<file path="src/rtl/prom_loader.sv">
// prom_loader: framed byte-stream loader for the Mico8 instruction RAM.
// Frame: SYNC, CNT_H, CNT_L, N x {B0, B1, B2}, [CKSUM].
// Holds the CPU in reset while loading and releases it after a good load.
// Optional feature macro: PROM_LOADER_CKSUM_EN adds the trailing checksum byte and check.
module prom_loader #(
  parameter int unsigned ADDR_W    = 9,
  parameter logic [7:0]  SYNC_BYTE = 8'hA5,
  parameter int unsigned TIMEOUT   = 100000
) (
  input  logic              clk,
  input  logic              reset_n,
  input  logic [7:0]        in_data,
  input  logic              in_valid,
  output logic              in_ready,
  output logic              wr_en,
  output logic [ADDR_W-1:0] wr_ad,
  output logic [17:0]       wr_din,
  output logic              cpu_hold,
  output logic              done,
  output logic              err
);

  localparam int unsigned    TmoW     = (TIMEOUT > 1) ? $clog2(TIMEOUT) : 1;
  localparam logic [TmoW-1:0] TmoLast = (TIMEOUT > 0) ? TmoW'(TIMEOUT - 1) : '0;
  localparam int unsigned    MaxWords = 1 << ADDR_W;

  typedef enum logic [3:0] {
    StIdle,
    StCntH,
    StCntL,
    StB0,
    StB1,
    StB2,
    StWr,
`ifdef PROM_LOADER_CKSUM_EN
    StCksum,
`endif
    StDone,
    StErr
  } state_e;

  state_e              state_q, state_d;
  logic [1:0]          cnt_h_q, cnt_h_d;
  logic [9:0]          n_q, n_d;
  logic [9:0]          wcnt_q, wcnt_d;
  logic [ADDR_W-1:0]   addr_q, addr_d;
  logic [1:0]          b0_q, b0_d;
  logic [7:0]          b1_q, b1_d;
  logic [TmoW-1:0]     tmo_q, tmo_d;
  logic                wr_en_q, wr_en_d;
  logic [ADDR_W-1:0]   wr_ad_q, wr_ad_d;
  logic [17:0]         wr_din_q, wr_din_d;
  logic                cpu_hold_q, cpu_hold_d;
  logic                done_q, done_d;
  logic                err_q, err_d;

  logic                accept;
  logic                idle_like;
  logic                timed;
  logic [9:0]          n_new;
  logic                n_bad;
  logic [9:0]          wcnt_inc;

  assign in_ready = (state_q != StWr);
  assign accept   = in_valid && in_ready;
  assign wr_en    = wr_en_q;
  assign wr_ad    = wr_ad_q;
  assign wr_din   = wr_din_q;
  assign cpu_hold = cpu_hold_q;
  assign done     = done_q;
  assign err      = err_q;

  assign idle_like = (state_q == StIdle) || (state_q == StDone) || (state_q == StErr);
  // Timeout applies only while a frame is in progress and the loader is waiting for a byte.
  assign timed     = !idle_like && (state_q != StWr);
  assign n_new     = {cnt_h_q, in_data};
  assign n_bad     = (n_new == 10'd0) || (32'(n_new) > MaxWords);
  assign wcnt_inc  = wcnt_q + 10'd1;

`ifdef PROM_LOADER_CKSUM_EN
  logic [7:0] sum_q, sum_d;
  logic       cksum_ok;

  assign cksum_ok = ((sum_q + in_data) == 8'h00);

  // Checksum accumulator: cleared when a frame starts, sums every in-frame byte before CKSUM.
  always_comb begin
    sum_d = sum_q;
    if (accept) begin
      if (idle_like) begin
        sum_d = 8'h00;
      end else if (state_q != StCksum) begin
        sum_d = sum_q + in_data;
      end
    end
  end

  // Checksum accumulator register.
  always_ff @(posedge clk or negedge reset_n) begin
    if (!reset_n) begin
      sum_q <= 8'h00;
    end else begin
      sum_q <= sum_d;
    end
  end
`endif

  // Next-state and datapath: frame parsing, word assembly, write strobe and status flags.
  always_comb begin
    state_d    = state_q;
    cnt_h_d    = cnt_h_q;
    n_d        = n_q;
    wcnt_d     = wcnt_q;
    addr_d     = addr_q;
    b0_d       = b0_q;
    b1_d       = b1_q;
    wr_en_d    = 1'b0;
    wr_ad_d    = wr_ad_q;
    wr_din_d   = wr_din_q;
    cpu_hold_d = cpu_hold_q;
    done_d     = done_q;
    err_d      = err_q;
    tmo_d      = (accept || !timed) ? '0 : tmo_q + 1'b1;

    case (state_q)
      StIdle, StDone, StErr: begin
        if (accept && (in_data == SYNC_BYTE)) begin
          state_d    = StCntH;
          cpu_hold_d = 1'b1;
          done_d     = 1'b0;
          err_d      = 1'b0;
          addr_d     = '0;
          wcnt_d     = '0;
        end
      end
      StCntH: begin
        if (accept) begin
          cnt_h_d = in_data[1:0];
          state_d = StCntL;
        end
      end
      StCntL: begin
        if (accept) begin
          n_d = n_new;
          if (n_bad) begin
            state_d = StErr;
            err_d   = 1'b1;
          end else begin
            state_d = StB0;
          end
        end
      end
      StB0: begin
        if (accept) begin
          b0_d    = in_data[1:0];
          state_d = StB1;
        end
      end
      StB1: begin
        if (accept) begin
          b1_d    = in_data;
          state_d = StB2;
        end
      end
      StB2: begin
        if (accept) begin
          wr_ad_d  = addr_q;
          wr_din_d = {b0_q, b1_q, in_data};
          wr_en_d  = 1'b1;
          state_d  = StWr;
        end
      end
      StWr: begin
        addr_d = addr_q + 1'b1;
        wcnt_d = wcnt_inc;
        if (wcnt_inc == n_q) begin
`ifdef PROM_LOADER_CKSUM_EN
          state_d    = StCksum;
`else
          state_d    = StDone;
          done_d     = 1'b1;
          cpu_hold_d = 1'b0;
`endif
        end else begin
          state_d = StB0;
        end
      end
`ifdef PROM_LOADER_CKSUM_EN
      StCksum: begin
        if (accept) begin
          if (cksum_ok) begin
            state_d    = StDone;
            done_d     = 1'b1;
            cpu_hold_d = 1'b0;
          end else begin
            state_d = StErr;
            err_d   = 1'b1;
          end
        end
      end
`endif
      default: state_d = StIdle;
    endcase

    // Silence on the link mid-frame aborts the load; cpu_hold stays asserted.
    if ((TIMEOUT > 0) && timed && !accept && (tmo_q == TmoLast)) begin
      state_d = StErr;
      err_d   = 1'b1;
      wr_en_d = 1'b0;
    end
  end

  // State and datapath registers.
  always_ff @(posedge clk or negedge reset_n) begin
    if (!reset_n) begin
      state_q    <= StIdle;
      cnt_h_q    <= '0;
      n_q        <= '0;
      wcnt_q     <= '0;
      addr_q     <= '0;
      b0_q       <= '0;
      b1_q       <= '0;
      tmo_q      <= '0;
      wr_en_q    <= 1'b0;
      wr_ad_q    <= '0;
      wr_din_q   <= '0;
      cpu_hold_q <= 1'b0;
      done_q     <= 1'b0;
      err_q      <= 1'b0;
    end else begin
      state_q    <= state_d;
      cnt_h_q    <= cnt_h_d;
      n_q        <= n_d;
      wcnt_q     <= wcnt_d;
      addr_q     <= addr_d;
      b0_q       <= b0_d;
      b1_q       <= b1_d;
      tmo_q      <= tmo_d;
      wr_en_q    <= wr_en_d;
      wr_ad_q    <= wr_ad_d;
      wr_din_q   <= wr_din_d;
      cpu_hold_q <= cpu_hold_d;
      done_q     <= done_d;
      err_q      <= err_d;
    end
  end

endmodule

</file>
<file path="config.mk">
export PLATFORM = sky130hd
export DESIGN_NAME = prom_loader
export DESIGN_NICKNAME = d
export VERILOG_FILES = /design/src/rtl/prom_loader.sv
export SDC_FILE = /design/constraint.sdc
export NUM_CORES = 1
export LEC_CHECK = 0
export ABC_AREA = 1
export CORE_UTILIZATION = 45
export CTS_CLUSTER_DIAMETER = 100
export CTS_CLUSTER_SIZE = 16
export DETAILED_ROUTE_END_ITERATION = 10
export PLACE_DENSITY = 0.65
export SKIP_CTS_REPAIR_TIMING = 1
export SKIP_LAST_GASP = 1
export SLEW_MARGIN = 5
export SYNTH_ARGS = -nofsm -noshare
export SYNTH_HDL_FRONTEND = slang
export SYNTH_SLANG_ARGS = --single-unit
</file>
<file path="constraint.sdc">
create_clock -name clk -period 3.2 [get_ports clk]
set_input_delay 0.8 -clock clk [delete_from_list [all_inputs] [get_ports clk]]
set_output_delay 0.8 -clock clk [all_outputs]
set_load 0.02 [all_outputs]
</file>
Word-level counts from Yosys, hierarchy flattened
Index checks and enable logic that the tools add are counted.
- add/sub/neg operators: 3
- magnitude comparators: 1
- eq/ne operators: 21
- mux-type cells: 28
- reductions and logical operators: 26
- operator list (operator ; count):
    $mux 4 ; 8
    $pmux 4 s7 ; 1
    $ne 3x3->1 const B ; 7
    $pmux 10 s2 ; 1
    $pmux 9 s2 ; 1
    $add 17x1->17 const B ; 1
    $eq 17x17->1 const B ; 1
    $mux 17 ; 1
    $eq 4x3->1 const B ; 4
    $reduce_and 2->1 ; 6
    $add 10x1->10 const B ; 1
    $eq 10x10->1 ; 1
    $gt 10x10->1 const B ; 1
    $logic_not 10->1 ; 1
    $mux 1 ; 10
    $mux 10 ; 1
    $add 9x1->9 const B ; 1
    $mux 9 ; 1
    $eq 4x2->1 const B ; 2
    $eq 8x8->1 const B ; 1
    $pmux 1 s2 ; 3
    $reduce_and 6->1 ; 1
    $logic_and 1x1->1 ; 5
    $eq 4x1->1 const B ; 1
    other kinds (12) ; 18
- register bits after elaboration: 93
- output and inout bits: 32
- logic and storage cells: 93

Logic depth before layout (Yosys ltp)
Gate-level depths: netlist of the first run.
- word-level depth: 9
- mapped depth: 14
- depth with buffers taken out: 14

Least setup slack after synthesis of the first run
OpenSTA, ideal clock, no wires.
- path type: in2reg
- start point: input in_valid
- end point: register wr_ad_q[0], in the netlist wr_ad[0]
- setup time: 0.125 ns
- arrival time: 1.934 ns
- data required time: 3.075 ns
- slack: 1.141 ns
- stages: 5
- cells stage by stage: buf_2 > inv_1 > nor4_2 > buf_4 > mux2_2
- cells in the longest elaborated chain, start to end: 2
- ends and longest elaborated chain (what ; line ; RTL):
    start: declaration ; 13 ; input logic in_valid,
    $logic_and 1x1->1 ; 65 ; assign accept = in_valid && in_ready;
    $reduce_and 2->1 (no line) ; n/a ;
    end signal: assignment ; 240 ; wr_ad_q <= wr_ad_d;
    end: declaration ; 51 ; logic [ADDR_W-1:0] wr_ad_q, wr_ad_d;
No other way between the ends.
A chain may end at the register's enable or synchronous reset.

Worst setup path after layout of the first run
- start point: register state_q[3]
- end point: output in_ready
- cells in the longest elaborated chain, start to end: 1
- ends and longest elaborated chain (what ; line ; RTL):
    start: declaration ; 42 ; state_e state_q, state_d;
    start signal: assignment ; 216 ; state_q <= StIdle;
    start signal: assignment ; 231 ; state_q <= state_d;
    $ne 4x3->1 ; 64 ; assign in_ready = (state_q != StWr);
    end: declaration ; 14 ; output logic in_ready,
No other way between the ends.

==> summary.md, run 1 <==
| Metric | Value |
|---|---|
| Row cnt | 35 |
| Ys async rst share | 100% |
| Setup Crit Path Kind | reg2out |
| PwrDens | 929 nW/um^2 |
| Hold WC Path Type | in2async |
| Total GRT Usage | 20.4% |
| Crit end category | output port |
| Antenna violations before repair | 0 |
| Yosys warns | 0 |
| First-pass GRT wire length | 16400 um |
| Pins over their slew limit | 0 |
| Net Count, Synth | 531 |
| Worst-Margin Slew | 0.588 ns |
| VDD IR max | 372 uV |
| GRT overflow | 0 |
| Die Wd | 101 um |
| Via/cell ratio | 5.13 |
| H-tree levels | 3 |
| Vias in the first global route | 3494 |
| Cell family with most CP delay | buffers and inverters |
| Setup Viol. Count Final | 0 |
| DRT iter0 DRCs | 175 |
| Fillers | 908 |
| ANT nets after route | 0 |
| Sequential area share after synthesis | 52.7% |
| Worst path max stage delay | 0.66 ns |
| Syn Inst Count | 517 |
| Synth cell types | 37 |
| Hold Vio Cnt, Final | 0 |
| Leak Pwr | 2.46 nW |
| Clk sink count | 93 |
| Synth area leaders | dfrtp_1 (53%), nand2_1 (10%), inv_1 (5.1%), o21ai_0 (4.5%), nor2_1 (4.5%) |
| CTS tree | yes |
| Tmin final | 2.68 ns |
| Relative slew slack | 60.8% |
| Cells along the critical path | inv_1 > nand2_2 > inv_1 > nand2_1 > clkdlybuf4s50_1 |
| Count leader, synth | nand2_1 |
| DIE HEIGHT | 101 um |
| Share of layout cells above drive strength 1 | 10.4% |
| Achievable Freq | 0.373 GHz |
| CP Buf/Inv Count | 3 |
| Yosys top cell area share | 52.7% |
| Hold Slack | 0.437 ns |
| Final period utilization | 83.9% |
| Clk slew on worst S/H paths | 0.09 ns |
| Total iterations of the first detailed-routing run | 5 |
| CP arrival | 1.88 ns |
| EDFF count, synth | 0 |
| Ys flop type | dfrtp_1 |
| Synth Cell Area | 4420 um^2 |
| Max cap viols | 0 |
| Drt wl/cell | 13.6 um |
| Worst Setup Start Kind | flop |
| Clock Skew | 0.0155 ns |
| Later-pin clock latency in the skew report | 0.36 ns |
| Setup ws final | 0.516 ns |
| Crit path top cell by count | inv_1 |
| Total Neg Setup Slack | 0 ns |
| Synth top cells by count | nand2_1 (118), dfrtp_1 (93), inv_1 (60) |
| Core area | 9370 um^2 |
| Avg Inst Size Synth | 8.54 um^2 |
| Initial core utilization | 47.1% |
| Pre-CTS WS | 0.343 ns |
| Total Wirelength | 9520 um |
| Crit Path Max Fanout | 6 |
| CTS root buf | clkbuf_8 |
| Clock Path Buffers | 2 |
| I/O Buffers | 42 |
| Die Area | 10200 um^2 |
| CP max stage cell | clkdlybuf4s50_1 |
| RSZ-0062 raised after global routing | no |
| Worst path required time | 2.40 ns |
| Post-route DRC | 0 |
| RD Place Congestion | 0.970 |
| Cell taking the most area after synthesis | dfrtp_1 |
| Antenna Cells | 0 |
| Largest net degree at the start of global routing | 50 |
| IO Count | 43 |
| Post-layout net count | 578 |
| Status | finished clean |
| Layout area overhead | 18.8% |
| Overall via count from detail_route | 3578 |
| CTS buffer count | 9 |
| Flops & latches, synth | 93 |
| DP Wirelength | 6930 um |
## per-layer routing
metal / track usage, % / routed length (um)
met5: 0 / 0
met2: 32.9 / 4470
met4: 7.69 / 89
met1: 27.5 / 4610
met3: 3.81 / 354
## path summary, 6_finish.rpt
path / endpoint / slack [ns] / cells past startpoint / startpoint
worst max-delay path: in_ready / 0.52 / 5 / state_q[3]$_DFFE_PN0P_
worst min-delay path: wr_ad[7]$_DFFE_PN0P_ / 0.44 / 1 / reset_n
worst max register to register: done$_DFFE_PN0P_ / 1.04 / 11 / state_q[3]$_DFFE_PN0P_
worst min register to register: tmo_q[0]$_DFF_PN0_ / 0.46 / 1 / tmo_q[0]$_DFF_PN0_
max in group asynchronous: tmo_q[9]$_DFF_PN0_ / 2.10 / 2 / reset_n
min in group clk: tmo_q[0]$_DFF_PN0_ / 0.46 / 1 / tmo_q[0]$_DFF_PN0_
## cells by family after synthesis
kind of cell             count (synthesis)  share of synthesized area, %
AO/OA/AOI/OAI                           84                          10.4
buffers and inverters                   74                          6.69
multiplexers                            15                          3.83
AND/OR/NAND/NOR                        245                          25.0
flip-flops                              93                          52.7
adder cells (fa/ha/maj)                  3                         0.850
XOR/XNOR                                 3                         0.595
## worst register-to-register path, stage by stage, from the launching register on
cell and delay, ns:
dfrtp_1 0.36, inv_1 0.10, nand2_2 0.15, inv_1 0.06
nand2_1 0.21, nand2_1 0.12, nor3_2 0.17, nand2_1 0.18
nand2_1 0.45, nand2_1 0.14, nand2_1 0.08, nand2_1 0.05
## power by group
group	switching, mW	internal, mW	leakage (nW)
Sequential	0.331	1.62	1.17
Combinational	1.15	0.822	1.18
Clock	0.425	0.523	0.116
Total	1.91	2.97	2.46
## layout by cell type, fill, tap and decap left out, types with 6 or more instances in the layout
cell type and instances:
a21oi_1 23, buf_4 6, clkbuf_8 9, clkdlybuf4s50_1 41, dfrtp_1 93, inv_1 60, mux2_2 15, nand2_1 118
nand3_1 31, nand4_1 8, nor2_1 53, nor3_1 9, o21ai_0 40, o22ai_1 7
## flip-flops by register name (all words and copies together) (netlist names)
register	count
addr_q	9
b0_q	2
b1_q	8
cnt_h_q	2
cpu_hold	1
done	1
err	1
n_q	10
state_q	4
tmo_q	17
wcnt_q	10
wr_ad	9
wr_din	18
wr_en	1
## per-stage QoR
step	total power, mW	area [um^2]	utilization (%)	instances
6_report	4.87	5250	56.0	698
5_1_grt	5.26	5250	56.0	698
4_1_cts	4.91	5250	56.0	698
3_5_place_dp	3.94	5000	53.3	682
3_3_place_gp	3.89	5000	53.3	682
2_1_floorplan	3.23	4420	-	517
## area by class of cell
class                           instances  area [um^2]  share of cell area [%]
Multi-Input combinational cell        350         1800                    34.4
Clock inverter                          7          123                    2.34
Clock buffer                            9          124                    2.36
Tap cell                              129          161                    3.08
Timing Repair Buffer                   48          475                    9.06
Inverter                               62          233                    4.44
Sequential cell                        93         2330                    44.4
Power figures use the tool's default switching activity.
==> run 2: changes to the inputs <==
==> constraint.sdc (replaced) <==
create_clock -name clk -period 2.8 [get_ports clk]
set_input_delay 0.7 -clock clk [delete_from_list [all_inputs] [get_ports clk]]
set_output_delay 0.7 -clock clk [all_outputs]
set_load 0.02 [all_outputs]
==> run 2 against run 1 <==
- sequential share of layout area grew 0.28 points
- total power grew 11%
- flip-flop and latch count is the same
- clock skew shrank 0.0057 ns
- utilization shrank 0.35 points
- die area is the same
- clock power shrank 0.5%
==> summary.md, run 2 (same netlist as run 1, synthesis figures left out) <==
| Metric | Value |
|---|---|
| Max cap viols | 0 |
| Switching share of power | 40.4% |
| Worst setup path endpoint | in_ready |
| Largest net degree at the start of global routing | 70 |
| Net Sw Power | 2.19 mW |
| Setup ws final | 0.339 ns |
| CTS root buf | clkbuf_8 |
| DIE HEIGHT | 101 um |
| I/O Buffers | 42 |
| Drt wl/cell | 13.7 um |
| Tot Pwr | 5.44 mW |
| Most common cell after layout, fill and taps aside | nand2_1 |
| Die Area | 10200 um^2 |
| Antenna Cells | 0 |
| CTS tree | yes |
| Total iterations of the first detailed-routing run | 4 |
| Total Neg Setup Slack | 0 ns |
| Combinational power share | 41.5% |
| H-tree levels | 3 |
| Achievable Freq | 0.406 GHz |
| CTS buffer count | 9 |
| Final period utilization | 87.9% |
| Pins over their slew limit | 0 |
| Clk network pwr share | 17.3% |
| Die Wd | 101 um |
| Internal power | 3.24 mW |
| Share of layout cells above drive strength 1 | 10.5% |
| Tmin final | 2.46 ns |
| Status | finished clean |
| Setup Viol. Count Final | 0 |
| R2R Path End | done$_DFFE_PN0P_ |
| Crit. Startpoint | state_q[1]$_DFFE_PN0P_ |
| Post-route DRC | 0 |
| Clk slew on worst S/H paths | 0.10 ns |
| Core area | 9370 um^2 |
| Total Wirelength | 9550 um |
| Antenna violations before repair | 0 |
| Leak Pwr | 2.45 nW |
| Vias in the first global route | 3575 |
| Row cnt | 35 |
| Layout area overhead | 18.1% |
| Pre-CTS WS | 0.335 ns |
| VDD IR max | 418 uV |
| Clk sink count | 93 |
| Max FFs per register | 18 |
| RSZ-0062 raised after global routing | no |
| Via/cell ratio | 5.16 |
| Hold WC Path Type | in2async |
| ANT nets after route | 0 |
| GRT overflow | 0 |
| Post-layout net count | 579 |
| Later-pin clock latency in the skew report | 0.36 ns |
| Fillers | 925 |
| Reg2reg setup slack | 0.69 ns |
| Initial core utilization | 47.1% |
| First-pass GRT wire length | 16400 um |
| Worst r2r path cells | 13 |
| Most frequent cells in the layout | nand2_1 (118), dfrtp_1 (93), inv_1 (60) |
| Worst-Margin Slew | 0.529 ns |
| IO Count | 43 |
| Total GRT Usage | 20.7% |
| Clock Path Buffers | 2 |
| RD Place Congestion | 0.898 |
| DP Wirelength | 6800 um |
| DRT iter0 DRCs | 234 |
| Hold Vio Cnt, Final | 0 |
| Crit end category | output port |
| CP arrival | 1.76 ns |
| Reg-to-reg critical path startpoint | state_q[3]$_DFFE_PN0P_ |
| Worst Setup Start Kind | flop |
| Seq pwr share | 41.1% |
| Crit Path Max Fanout | 5 |
| Relative slew slack | 64.7% |
| Overall via count from detail_route | 3606 |
| PwrDens | 1040 nW/um^2 |
| Clock Skew | 0.00982 ns |
| Worst path required time | 2.10 ns |
| Setup Crit Path Kind | reg2out |
-- run 2: changes by cell type in the layout (fill, tap and decap cells not counted), sizes merged --
cell	before	now
bufinv	3	1
clkbuf	9	10
clkinvlp	2	1
clkinv	1	2
buf	7	8
inv	63	64
-- run 2: worst min path at each step --
stage | slack, ns | from | cells after the start | to
2_1_floorplan | 0.40 | reset_n | 0 | addr_q[0]$_DFFE_PN0P_
3_3_place_gp | 0.45 | tmo_q[0]$_DFF_PN0_ | 1 | tmo_q[0]$_DFF_PN0_
3_5_place_dp | 0.46 | tmo_q[0]$_DFF_PN0_ | 1 | tmo_q[0]$_DFF_PN0_
4_1_cts | 0.22 | reset_n | 1 | addr_q[4]$_DFFE_PN0P_
5_1_grt | 0.24 | reset_n | 1 | addr_q[4]$_DFFE_PN0P_
6_report | 0.23 | reset_n | 1 | addr_q[4]$_DFFE_PN0P_
-- run 2: critical path, stage by stage, from the launching register on --
cell and delay [ns]:
dfrtp_1 0.50, inv_2 0.10, nor2_1 0.14, nand2_1 0.12
clkdlybuf4s50_1 0.55
-- run 2: cell type report --
type | instances | area [um^2] | area share [%]
sequential | 93 | 2330 | 44.6
multi-input combinational | 350 | 1800 | 34.6
clock buffer | 10 | 138 | 2.64
clock inverter | 6 | 68.8 | 1.32
timing repair buffer | 49 | 483 | 9.27
tap | 129 | 161 | 3.10
inverter | 62 | 233 | 4.46
-- run 2: stage by stage --
stage / hold WS [ns] / instance area (um^2) / cells / utilization, %
4_1_cts: 0.223 / 5210 / 699 / 55.6
5_1_grt: 0.239 / 5210 / 699 / 55.6
6_report: 0.228 / 5210 / 699 / 55.6
3_3_place_gp: 0.445 / 5010 / 683 / 53.4
3_5_place_dp: 0.463 / 5010 / 683 / 53.4
2_1_floorplan: 0.404 / 4420 / 517 / -
-- run 2: routing by layer --
| layer | vias up | wire length [um] | track usage (%) |
|---|---|---|---|
| met4 | 0 | 264 | 10.5 |
| met5 | - | 0 | 0 |
| met1 | 1708 | 4750 | 29.1 |
| met2 | 81 | 4220 | 31.3 |
| li1 | 1796 | - | - |
| met3 | 21 | 320 | 3.05 |
-- run 2: power by group through the flow --
| stage | combinational, mW | clock [mW] | sequential [mW] |
|---|---|---|---|
| 5_1_grt | 2.57 | 1.02 | 2.31 |
| 6_report | 2.26 | 0.943 | 2.23 |
| 2_1_floorplan | 1.28 | 0 | 2.40 |
| 4_1_cts | 2.27 | 0.972 | 2.24 |
| 3_5_place_dp | 2.25 | 0 | 2.26 |
| 3_3_place_gp | 2.22 | 0 | 2.24 |
